[src/rtl/mesh_term_fifo_bank.sv]
// Bank of independent show-ahead packet FIFOs, one per mesh edge terminal.
// Each channel tracks occupancy, overflow drops and sticky underflow.
module mesh_term_fifo_bank #(
  parameter int ROWS       = 4,
  parameter int COLUMS     = 4,
  parameter int pckg_sz    = 40,
  parameter int fifo_depth = 4,
  parameter int AF_LEVEL   = fifo_depth - 1,
  parameter int OVERWRITE  = 0
) (
  input  logic                                  clk,
  input  logic                                  reset,
  input  logic                                  push        [ROWS*2+COLUMS*2],
  input  logic [pckg_sz-1:0]                    data_in     [ROWS*2+COLUMS*2],
  input  logic                                  pop         [ROWS*2+COLUMS*2],
  output logic                                  pndng       [ROWS*2+COLUMS*2],
  output logic [pckg_sz-1:0]                    data_out    [ROWS*2+COLUMS*2],
  output logic                                  full        [ROWS*2+COLUMS*2],
  output logic                                  almost_full [ROWS*2+COLUMS*2],
  output logic [$clog2(fifo_depth+1)-1:0]       count       [ROWS*2+COLUMS*2],
  output logic [15:0]                           drop_cnt    [ROWS*2+COLUMS*2],
  output logic                                  underflow   [ROWS*2+COLUMS*2]
);

  localparam int N  = ROWS*2 + COLUMS*2;
  localparam int CW = $clog2(fifo_depth+1);
  localparam int PW = (fifo_depth > 1) ? $clog2(fifo_depth) : 1;

  localparam logic [PW-1:0] LAST  = PW'(fifo_depth - 1);
  localparam logic [CW-1:0] DEPTH = CW'(fifo_depth);
  localparam logic [CW-1:0] AFL   = CW'(AF_LEVEL);

  // Explicit wrap so non-power-of-two depths work.
  function automatic logic [PW-1:0] nxt(input logic [PW-1:0] p);
    return (p == LAST) ? '0 : p + 1'b1;
  endfunction

  for (genvar g = 0; g < N; g++) begin : g_ch
    logic [pckg_sz-1:0] mem [fifo_depth];
    logic [PW-1:0]      rd_ptr;
    logic [PW-1:0]      wr_ptr;
    logic [CW-1:0]      cnt;
    logic [15:0]        drops;
    logic               uflow;
    logic               empty;
    logic               is_full;
    logic               pop_ok;
    logic               drop;
    logic               ovw;
    logic               wr_en;
    logic               rd_adv;

    always_comb begin
      empty   = (cnt == '0);
      is_full = (cnt == DEPTH);
      pop_ok  = pop[g] && !empty;
      drop    = push[g] && is_full && !pop[g];
      ovw     = drop && (OVERWRITE != 0);
      wr_en   = push[g] && (!is_full || pop[g] || ovw);
      rd_adv  = pop_ok || ovw;
    end

    always_ff @(posedge clk) begin
      if (reset) begin
        rd_ptr <= '0;
        wr_ptr <= '0;
        cnt    <= '0;
        drops  <= '0;
        uflow  <= 1'b0;
      end else begin
        if (wr_en)
          wr_ptr <= nxt(wr_ptr);
        if (rd_adv)
          rd_ptr <= nxt(rd_ptr);
        if (wr_en && !rd_adv)
          cnt <= cnt + 1'b1;
        else if (rd_adv && !wr_en)
          cnt <= cnt - 1'b1;
        if (drop && (drops != 16'hFFFF))
          drops <= drops + 16'd1;
        if (pop[g] && empty)
          uflow <= 1'b1;
      end
    end

    // Storage is not cleared on reset; pointers define validity.
    always_ff @(posedge clk) begin
      if (!reset && wr_en)
        mem[wr_ptr] <= data_in[g];
    end

    assign pndng[g]       = !empty;
    assign full[g]        = is_full;
    assign almost_full[g] = (cnt >= AFL);
    assign count[g]       = cnt;
    assign drop_cnt[g]    = drops;
    assign underflow[g]   = uflow;
    assign data_out[g]    = mem[rd_ptr];
  end

endmodule

[config.mk]
export PLATFORM = sky130hd
export DESIGN_NAME = mesh_term_fifo_bank
export DESIGN_NICKNAME = d
export VERILOG_FILES = /design/src/rtl/mesh_term_fifo_bank.sv
export SDC_FILE = /design/constraint.sdc
export NUM_CORES = 2
export LEC_CHECK = 0
export CORE_AREA = 2 2 657 659
export CTS_BUF_LIST = sky130_fd_sc_hd__clkbuf_4 sky130_fd_sc_hd__clkbuf_8 sky130_fd_sc_hd__clkbuf_16
export CTS_CLUSTER_DIAMETER = 120
export DETAILED_ROUTE_END_ITERATION = 10
export DIE_AREA = 0 0 659 661
export GPL_ROUTABILITY_DRIVEN = 0
export SYNTH_ARGS = -nofsm -noshare
export SYNTH_HDL_FRONTEND = slang
export SYNTH_SLANG_ARGS = --single-unit
[constraint.sdc]
create_clock -name clk -period 2.78 [get_ports clk]
set_clock_uncertainty 0.15 [all_clocks]
set_input_delay 0.278 -clock clk [delete_from_list [all_inputs] [get_ports clk]]
set_output_delay 0.278 -clock clk [all_outputs]
set_load 0.1 [all_outputs]
==> results.tsv <==
metric	value	unit
setup_tns	-8.31	ns
Initial DRT Pass Iterations	6	
worst slew pin tran	0.886	ns
initial antenna violation count	54	
Initial Util	26.5	%
most used flip-flop cell after synthesis	edfxtp_1	
share of the yosys chip area belonging to registers	75.0	%
Final Non-Filler Cells	14800	
worst hold slack	0.0792	ns
register bit count reported by yosys	2976	
worst skew pair latency	0.91	ns
CP startpoint kind	register	
Worst EP required	2.35	ns
Synth cell types	68	
RSZ-0062 raised after global routing	yes	
residual DRC count	0	
critical path type	reg2out	
Vias	69100	
die area	0.436	mm2
Port Buffers	1681	
Die W	659	um
Worst slew margin	40.5	%
CP endpoint	data_out[295]	
crit-path max FO	7	
Syn-to-layout area delta	44.3	%
share of cells above drive strength 1	31.6	%
drt total wl	381000	um
Final Total Pwr	157	mW
reg2reg end	g_ch[0].drops[13]	
Inserted Clock Buffers	322	
syn_nets	6690	
DPL Wire Length	274000	um
Starting DRT DRC Count	5792	
Final Slew Violations	0	
Synth warnings	0	
Peak VDD IR	0.00101	V
total of max-cap violations	0	
Crit. End Element	output port	
Worst EP arrival	2.47	ns
Final Core Density	38.2	%
Max Fclk	345	MHz
vias in the first global route	70300	
final worst slack	-0.123	ns
worst r2r src	g_ch[0].cnt[0]	
status	complete, but fails checks	
Setup Viol. Count Final	252	
Global Route Usage Sum	16.5	%
largest net degree at the start of global routing	65	
CTS sink cnt	2976	
Max Root-Sink Buffers	4	
leakage	55.3	nW
Final Hold Fails	0	
Core Region	0.429	mm2
most frequent cells in the layout	edfxtp_1 (2,560), clkdlybuf4s50_1 (672), dlygate4sd3_1 (662), mux4_2 (640), buf_12 (584)	
Hold Path Class	in2reg	
ANT nets after route	0	
vias per cell	4.68	
period utilization	104	%
syn avg cell area	19.3	um2
WL/cell	25.8	um
Cells after Synth	5888	
Rows	241	
Synth async-reset ratio	0	%
grt ovf	0	
IO Pins	1682	
Power Dens Cells	960	mW/mm2
H-Tree Depth	5	
Layout fillers	38700	
clock transition at the registers of the reported paths	0.06	ns
failing checks	negative setup slack	
most common cell after layout, fill and taps aside	edfxtp_1	
die height	661	um
CTS root buf	clkbuf_16	
number of synthesized flops with an enable pin	2560	
global-route wire length before repair	523000	um
r2r setup slk	0.14	ns
Mapped Area	0.114	mm2
TritonCTS clock tree	built	
crit path time final	2.90	ns
Worst R2R Path Depth	5	
placed cells	13300	
fin nets	9550	
final cells by class:
class / count / area (um2) / share of cell area (%)
Antenna cell: 36 / 90.1 / 0.0550
Clock buffer: 395 / 8690 / 5.30
Clock inverter: 185 / 1650 / 1.01
Inverter: 130 / 490 / 0.299
Multi-Input combinational cell: 2529 / 26900 / 16.4
Sequential cell: 2976 / 85400 / 52.1
Tap cell: 5710 / 7140 / 4.36
Timing Repair Buffer: 2789 / 33500 / 20.4
how the worst min path moves through the flow:
stage                               to  slack (ns)               start  cells past startpoint
floorplan            g_ch[0].mem[0][0]        0.23        data_in[600]                      0
global placement              register        0.31  g_ch[11].rd_ptr[1]                      2
detailed placement            register        0.31   g_ch[1].rd_ptr[1]                      2
CTS                  g_ch[10].drops[4]        0.01             push[5]                      4
global route        g_ch[3].mem[3][18]      0.0006        data_in[498]                      1
finish              g_ch[3].mem[1][17]        0.08        data_in[497]                      1
flip-flops by register name, indices dropped and copies added (netlist names), named ones only:
name / count
g_ch.uflow: 16
g_ch.mem: 2560
g_ch.cnt: 48
g_ch.rd_ptr: 32
g_ch.drops: 256
g_ch.wr_ptr: 32
cells in the mapped netlist, types with 42 or more instances:
library cell,count,area share [%]
nand3_1,97,0.43
and2_1,85,0.47
nor2b_1,42,0.23
clkbuf_1,135,0.45
dfxtp_1,416,7.3
o21ai_0,67,0.30
buf_1,75,0.25
mux2_2,44,0.44
o31ai_1,92,0.61
or3_1,91,0.50
nor4_1,43,0.24
nor2_1,172,0.57
inv_1,129,0.43
a21oi_1,236,1.0
edfxtp_1,2560,68
nor3_1,62,0.27
or4_1,93,0.61
mux4_2,640,13
nand2_1,209,0.69
nand4_1,96,0.53
ha_1,112,1.2
worst max-delay path, cell delays in order, from the launching register on:
cell,delay [ns]
dfxtp_4,0.45
buf_4,0.16
buf_16,0.13
mux4_2,0.60
buf_12,0.21
per-stage QoR:
stage / setup WS, ns / cell area [um2]
after floorplan: -0.125 / 114000
after CTS: -0.227 / 163000
after detailed placement: -0.325 / 143000
after global routing: -0.209 / 164000
final: -0.123 / 164000
after global placement: -0.335 / 143000
layer usage:
layer	vias to the layer above	global-route usage [%]	routed length, um
met5	-	0	98
met4	14	7.19	18600
met3	632	5.24	32700
met2	2771	28.3	189000
met1	35700	19.0	141000
li1	29900	-	-
where the power goes:
group          switching, mW  internal, mW
clock                   18.0          24.0
combinational           41.9          21.0
sequential              1.46          50.9
timing repair:
action | in CTS | in global routing
hold buffers | 662 | 0
cloned | 28 | 29
gates resized for setup | 294 | 179
setup buffers | 54 | 34
setup endpoints to repair | 638 | 634
endpoints found under the hold margin | 2733 | 0
cell families after synthesis:
kind of cell | share of synthesized area, %
xor gates and xnor gates | 0.247
DFF | 75.0
adders and majority gates | 1.52
AOI/OAI and AO/OA | 2.76
muxes | 13.5
buffers and inverters | 1.40
and+or+nand+nor | 5.60
Note: power is estimated with default switching activity, not from simulation.
